### config.mk
export PLATFORM = sky130hd
export DESIGN_NAME = uart_rx_oversampler
export DESIGN_NICKNAME = d
export VERILOG_FILES = /design/src/rtl/uart_rx_oversampler_pkg.sv /design/src/rtl/uart_rx_oversampler_sync.sv /design/src/rtl/uart_rx_oversampler.sv
export SDC_FILE = /design/constraint.sdc
export NUM_CORES = 1
export LEC_CHECK = 0
export ABC_AREA = 1
export CELL_PAD_IN_SITES_DETAIL_PLACEMENT = 0
export CELL_PAD_IN_SITES_GLOBAL_PLACEMENT = 2
export CORE_MARGIN = 10
export CORE_UTILIZATION = 31
export CTS_BUF_LIST = sky130_fd_sc_hd__clkbuf_8 sky130_fd_sc_hd__clkbuf_16
export CTS_CLUSTER_DIAMETER = 120
export DETAILED_ROUTE_END_ITERATION = 6
export GPL_ROUTABILITY_DRIVEN = 0
export PLACE_DENSITY = 0.83
export RECOVER_POWER = 100
export SLEW_MARGIN = 20
export SYNTH_ARGS = -nofsm -noshare
export SYNTH_HDL_FRONTEND = slang
export SYNTH_SLANG_ARGS = --single-unit
### constraint.sdc
create_clock -name i_clk -period 1.64 [get_ports i_clk]
set_input_delay 0.164 -clock i_clk [delete_from_list [all_inputs] [get_ports i_clk]]
set_output_delay 0.164 -clock i_clk [all_outputs]
set_load 0.05 [all_outputs]
### src/rtl/uart_rx_oversampler_pkg.sv
// ---------------------------------------------------------------------------
// uart_rx_oversampler_pkg
//   Shared definitions for the oversampling UART receiver: FSM state
//   encoding and the fixed tick positions inside one 16x-oversampled bit.
// ---------------------------------------------------------------------------
package uart_rx_oversampler_pkg;

    typedef enum logic [2:0] {
        ST_IDLE   = 3'd0,
        ST_START  = 3'd1,
        ST_DATA   = 3'd2,
        ST_PARITY = 3'd3,
        ST_STOP   = 3'd4
    } rx_state_t;

    // Tick index of the middle of the start bit, and the last tick of a
    // full bit period (16 ticks per bit).
    localparam int MID_TICK  = 7;
    localparam int LAST_TICK = 15;

endpackage

### src/rtl/uart_rx_oversampler_sync.sv
// ---------------------------------------------------------------------------
// uart_rx_sync
//   SYNC_STG-flop synchroniser for the asynchronous serial line. Resets to 1
//   so that a reset never looks like a start bit.
// Ports:
//   i_clk    in  1  system clock
//   i_reset  in  1  synchronous, active-low reset
//   i_rx     in  1  asynchronous serial input
//   o_rx_s   out 1  synchronised serial line (SYNC_STG clocks of latency)
// ---------------------------------------------------------------------------
module uart_rx_sync #(
    parameter int SYNC_STG = 2
) (
    input  logic i_clk,
    input  logic i_reset,
    input  logic i_rx,
    output logic o_rx_s
);

    if (SYNC_STG < 2) begin : g_bad_sync_stg
        $error("SYNC_STG must be at least 2");
    end

    logic [SYNC_STG-1:0] sync_q;

    // Shift chain; the oldest stage is the synchronised output.
    always_ff @(posedge i_clk) begin
        if (!i_reset) begin
            sync_q <= '1;
        end else begin
            sync_q <= {sync_q[SYNC_STG-2:0], i_rx};
        end
    end

    assign o_rx_s = sync_q[SYNC_STG-1];

endmodule

### src/rtl/uart_rx_oversampler.sv
// ---------------------------------------------------------------------------
// uart_rx_oversampler
//   Oversampling UART receiver front-end. Samples the serial line on 16x-baud
//   ticks, assembles DBIT data bits LSB first and strobes the received word,
//   a framing-error flag and (optionally) a parity-error flag for one cycle.
//
//   Optional feature: define UART_RX_PARITY_EN to add a parity bit between
//   the data bits and the stop bit(s). Without it o_parity_err is always 0.
//
// Ports:
//   i_clk           in   1     system clock
//   i_reset         in   1     synchronous, active-low reset
//   i_s_tick        in   1     16x-baud enable pulse, one i_clk wide
//   i_rx            in   1     asynchronous serial line, idle high
//   o_dout          out  DBIT  received word, held until the next frame
//   o_rx_done_tick  out  1     one-cycle strobe: frame complete
//   o_frame_err     out  1     stop bit sampled 0 (valid with done tick)
//   o_parity_err    out  1     parity mismatch (valid with done tick)
//   o_busy          out  1     receiver is not idle
// ---------------------------------------------------------------------------
module uart_rx_oversampler
    import uart_rx_oversampler_pkg::*;
#(
    parameter int DBIT       = 8,
    parameter int SB_TICK    = 16,
    parameter int SYNC_STG   = 2,
    parameter int PARITY_ODD = 0
) (
    input  logic            i_clk,
    input  logic            i_reset,
    input  logic            i_s_tick,
    input  logic            i_rx,
    output logic [DBIT-1:0] o_dout,
    output logic            o_rx_done_tick,
    output logic            o_frame_err,
    output logic            o_parity_err,
    output logic            o_busy
);

    if (PARITY_ODD != 0 && PARITY_ODD != 1) begin : g_bad_parity_odd
        $error("PARITY_ODD must be 0 or 1");
    end

    // The tick counter is 4 bits for a 16-tick bit; it widens only when the
    // stop period (1.5 or 2 stop bits) needs more than 16 ticks.
    localparam int NW = (DBIT > 1) ? $clog2(DBIT) : 1;
    localparam int SW = (SB_TICK > 16) ? $clog2(SB_TICK) : 4;

    localparam logic [SW-1:0] MID_CNT  = SW'(MID_TICK);
    localparam logic [SW-1:0] LAST_CNT = SW'(LAST_TICK);
    localparam logic [SW-1:0] STOP_CNT = SW'(SB_TICK - 1);
    localparam logic [NW-1:0] N_LAST   = NW'(DBIT - 1);

    logic rx_s;

    uart_rx_sync #(
        .SYNC_STG (SYNC_STG)
    ) u_sync (
        .i_clk   (i_clk),
        .i_reset (i_reset),
        .i_rx    (i_rx),
        .o_rx_s  (rx_s)
    );

    rx_state_t       state_q, state_d;
    logic [SW-1:0]   s_cnt_q, s_cnt_d;
    logic [NW-1:0]   n_cnt_q, n_cnt_d;
    logic [DBIT-1:0] shreg_q, shreg_d;
    logic [DBIT-1:0] dout_q, dout_d;
    logic            done_q, done_d;
    logic            frame_err_q, frame_err_d;
    logic            parity_err_q, parity_err_d;
    logic            break_hold_q, break_hold_d;
`ifdef UART_RX_PARITY_EN
    logic            par_bit_q, par_bit_d;
`endif

    // State and datapath registers.
    always_ff @(posedge i_clk) begin
        if (!i_reset) begin
            state_q      <= ST_IDLE;
            s_cnt_q      <= '0;
            n_cnt_q      <= '0;
            shreg_q      <= '0;
            dout_q       <= '0;
            done_q       <= 1'b0;
            frame_err_q  <= 1'b0;
            parity_err_q <= 1'b0;
            break_hold_q <= 1'b0;
`ifdef UART_RX_PARITY_EN
            par_bit_q    <= 1'b0;
`endif
        end else begin
            state_q      <= state_d;
            s_cnt_q      <= s_cnt_d;
            n_cnt_q      <= n_cnt_d;
            shreg_q      <= shreg_d;
            dout_q       <= dout_d;
            done_q       <= done_d;
            frame_err_q  <= frame_err_d;
            parity_err_q <= parity_err_d;
            break_hold_q <= break_hold_d;
`ifdef UART_RX_PARITY_EN
            par_bit_q    <= par_bit_d;
`endif
        end
    end

    // Next-state and datapath logic. A stop bit sampled low sets break_hold,
    // so a line stuck low produces exactly one frame and no restart until
    // the line has been seen idle again.
    always_comb begin
        state_d      = state_q;
        s_cnt_d      = s_cnt_q;
        n_cnt_d      = n_cnt_q;
        shreg_d      = shreg_q;
        dout_d       = dout_q;
        done_d       = 1'b0;
        frame_err_d  = frame_err_q;
        parity_err_d = parity_err_q;
        break_hold_d = break_hold_q;
`ifdef UART_RX_PARITY_EN
        par_bit_d    = par_bit_q;
`endif

        case (state_q)
            ST_IDLE: begin
                if (rx_s) begin
                    break_hold_d = 1'b0;
                end else if (!break_hold_q) begin
                    state_d = ST_START;
                    s_cnt_d = '0;
                end
            end

            ST_START: begin
                if (i_s_tick) begin
                    if (s_cnt_q == MID_CNT) begin
                        s_cnt_d = '0;
                        if (!rx_s) begin
                            state_d = ST_DATA;
                            n_cnt_d = '0;
                        end else begin
                            state_d = ST_IDLE;
                        end
                    end else begin
                        s_cnt_d = s_cnt_q + SW'(1);
                    end
                end
            end

            ST_DATA: begin
                if (i_s_tick) begin
                    if (s_cnt_q == LAST_CNT) begin
                        s_cnt_d = '0;
                        shreg_d = {rx_s, shreg_q[DBIT-1:1]};
                        if (n_cnt_q == N_LAST) begin
`ifdef UART_RX_PARITY_EN
                            state_d = ST_PARITY;
`else
                            state_d = ST_STOP;
`endif
                        end else begin
                            n_cnt_d = n_cnt_q + NW'(1);
                        end
                    end else begin
                        s_cnt_d = s_cnt_q + SW'(1);
                    end
                end
            end

`ifdef UART_RX_PARITY_EN
            ST_PARITY: begin
                if (i_s_tick) begin
                    if (s_cnt_q == LAST_CNT) begin
                        s_cnt_d   = '0;
                        par_bit_d = rx_s;
                        state_d   = ST_STOP;
                    end else begin
                        s_cnt_d = s_cnt_q + SW'(1);
                    end
                end
            end
`endif

            ST_STOP: begin
                if (i_s_tick) begin
                    if (s_cnt_q == STOP_CNT) begin
                        s_cnt_d      = '0;
                        state_d      = ST_IDLE;
                        dout_d       = shreg_q;
                        frame_err_d  = ~rx_s;
                        break_hold_d = ~rx_s;
                        done_d       = 1'b1;
`ifdef UART_RX_PARITY_EN
                        parity_err_d = par_bit_q != ((^shreg_q) ^ 1'(PARITY_ODD));
`else
                        parity_err_d = 1'b0;
`endif
                    end else begin
                        s_cnt_d = s_cnt_q + SW'(1);
                    end
                end
            end

            default: begin
                state_d = ST_IDLE;
                s_cnt_d = '0;
            end
        endcase
    end

    assign o_dout         = dout_q;
    assign o_rx_done_tick = done_q;
    assign o_frame_err    = frame_err_q;
    assign o_parity_err   = parity_err_q;
    assign o_busy         = (state_q != ST_IDLE);

endmodule

==> run metrics <==
TritonCTS Buffers 5; Max H-tree Level 2; FF+latch count, synth 31; RSZ-0062 raised after global routing false; Mapped Area 1420 sq um; clk buf depth 2; max_cap viols 0; initial antenna violation count 0; top-count cell post-synth nor2_1; main area contributors after synthesis dfxtp_1, nor2_1, nand2_1; status complete, no violations; area grow syn2layout 22.8%; CP Data Required Time 1820 ps; Clock Skew 6.14 ps; largest net degree at the start of global routing 20; gr usage total 0.0899; vias post-DR between 1000 and 1500; total wire length 3160 microns; asr flop ratio synth 0; std cell rows 24; chip width between 80 and 90 microns; area leader, netlist dfxtp_1; worst slew pin tran 612 ps; Crit. End Element register; clock latency on the worst-skew pair 280 ps; first-pass GRT wire length between 5000 and 6000 microns; initial DRC count 78; final hold vios 0; CTS tree done; Worst Hold Class reg2reg; HPWL Detailed 2400 microns; final global-route overflow total 0; Worst Hold Depth 1; DRC viols 0; PnR Total Power 2.58 mW; root buf cell clkbuf_8; synth cell count leaders nor2_1, dfxtp_1, nand2_1, o21ai_0, nand3_1; total core area approximately 4400 sq um; antenna viol nets, final 0; CTS sink cnt 31; Die Y-Extent 87.6 microns; Post-synth EDFFs 0; Mapped Avg Cell Area 7.23 sq um; worst reg-to-reg path cell count 9; Synth cell types 23; post-route clock period utilization 0.912; YS warnings 0; Die ar. 7680 sq um; CTS clk-pin slew, worst paths 70 ps; CP Max Fanout 5; Initial Utilization 0.323; register area share after synthesis 0.438; worst hold slack 415 ps; PortBufs 14; Peak Freq 669 MHz; final setup fails 0; PwrDens 1480 nW/um^2; critical setup path kind reg2reg; Setup TNS 0 ps; minimum clock period 1500 ps; Worst setup SP type register; slew margin rel. 0.594; syn nets 203; first-pass detailed-route iteration total 4; most used flip-flop cell after synthesis dfxtp_1; ratio of cells with drive above 1 in the final layout 0.165; P_leak 0.736 nW; Post-Synthesis Cells between 150 and 200; VDD IR max 603 uV; vias in the first global route 1256; WL/cell 11.5 microns; Layout Nets 230; max-slew violations 0; Synth top area share 0.438; Antenna diodes 0; I/O pins 16; vias per cell around 4.6; CP arrival between 1500 and 2000 ps
## power breakdown
group | leakage, nW | internal, mW | switching [mW] | total (mW)
clock network | 0.0695 | 0.601 | 0.290 | 0.891
registers | 0.251 | 0.808 | 0.0509 | 0.859
logic | 0.415 | 0.261 | 0.567 | 0.828
total | 0.736 | 1.67 | 0.908 | 2.58
## timing repair
item | 4_1_cts | 5_1_grt
endpoints found under the hold margin | 0 | 0
setup buffers | 0 | 0
setup endpoints to repair | 0 | 3
gates resized for setup | 0 | 2
hold buffers | 0 | 0
## final cells by class
cell class,count,area (sq um)
clock inverter,3,63.8
tap,52,65.1
fill,478,2640
sequential,31,622
inverter,15,56.3
clock buffer,5,68.8
multi-input combinational,146,711
timing repair buffer,24,154
## placed cells by master (no fill, tap or decap), types with 5 or more instances in the layout
cell type,n
dfxtp_1,30
clkbuf_8,5
nor2_1,49
nand2_2,5
o21ai_0,17
inv_1,13
nand3_1,15
nand2_1,32
buf_4,5
clkbuf_1,11
a21oi_1,7
## per-stage QoR
step	utilization	std cells	area (sq um)	setup WS (ps)
floorplan	-	196	1420	272
global placement	0.382	268	1680	130
detailed placement	0.382	268	1680	95.3
CTS	0.412	276	1810	124
global route	0.397	276	1740	26.8
finish	0.397	276	1740	145
## sequential cells by signal (all words and copies together), names as in the netlist
name / count
state_q: 3
break_hold_q: 1
n_cnt_q: 3
o_rx_done_tick: 1
o_frame_err: 1
u_sync.sync_q: 2
s_cnt_q: 4
o_dout: 8
shreg_q: 8
## metal layers
layer | vias up | global-route usage | routed length (microns)
met2 | 26 | 0.132 | 1380
met4 | 0 | 0.0319 | 27
met1 | 561 | 0.113 | 1580
met5 | - | 0 | 0
li1 | 674 | - | -
met3 | 5 | 0.0409 | 174
## worst paths after layout
| check | start | end | slack, ps |
|---|---|---|---|
| worst max register to register | s_cnt_q[1]$_SDFFE_PN0P_ | state_q[0]$_SDFFE_PN0P_ | 140 |
| worst min register to register | u_sync.sync_q[0]$_SDFF_PN1_ | u_sync.sync_q[1]$_SDFF_PN1_ | 410 |
| worst max-delay path | s_cnt_q[1]$_SDFFE_PN0P_ | state_q[0]$_SDFFE_PN0P_ | 140 |
| worst min-delay path | u_sync.sync_q[0]$_SDFF_PN1_ | u_sync.sync_q[1]$_SDFF_PN1_ | 410 |
## cells by family (layout without fill, tap and decap cells)
group | count (synthesis) | after routing | synth area share
AOI/OAI and AO/OA | 29 | 29 | 0.108
xor gates and xnor gates | 1 | 1 | 0.00618
adders and majority gates | 3 | 3 | 0.0265
buffers and inverters | 19 | 47 | 0.0538
DFF | 31 | 31 | 0.438
other | 1 | 1 | 0.00265
and+or+nand+nor | 112 | 112 | 0.365
## critical path, cell delays in order, from the launching register on
cell and delay, ps:
dfxtp_1 360, ha_1 180, nand3_1 130, clkbuf_2 160, nand3_1 130, nand2_1 100, nor2_4 150, nand3_1 90
nand2_1 70, nor2_1 30
Power figures use the tool's default switching activity.
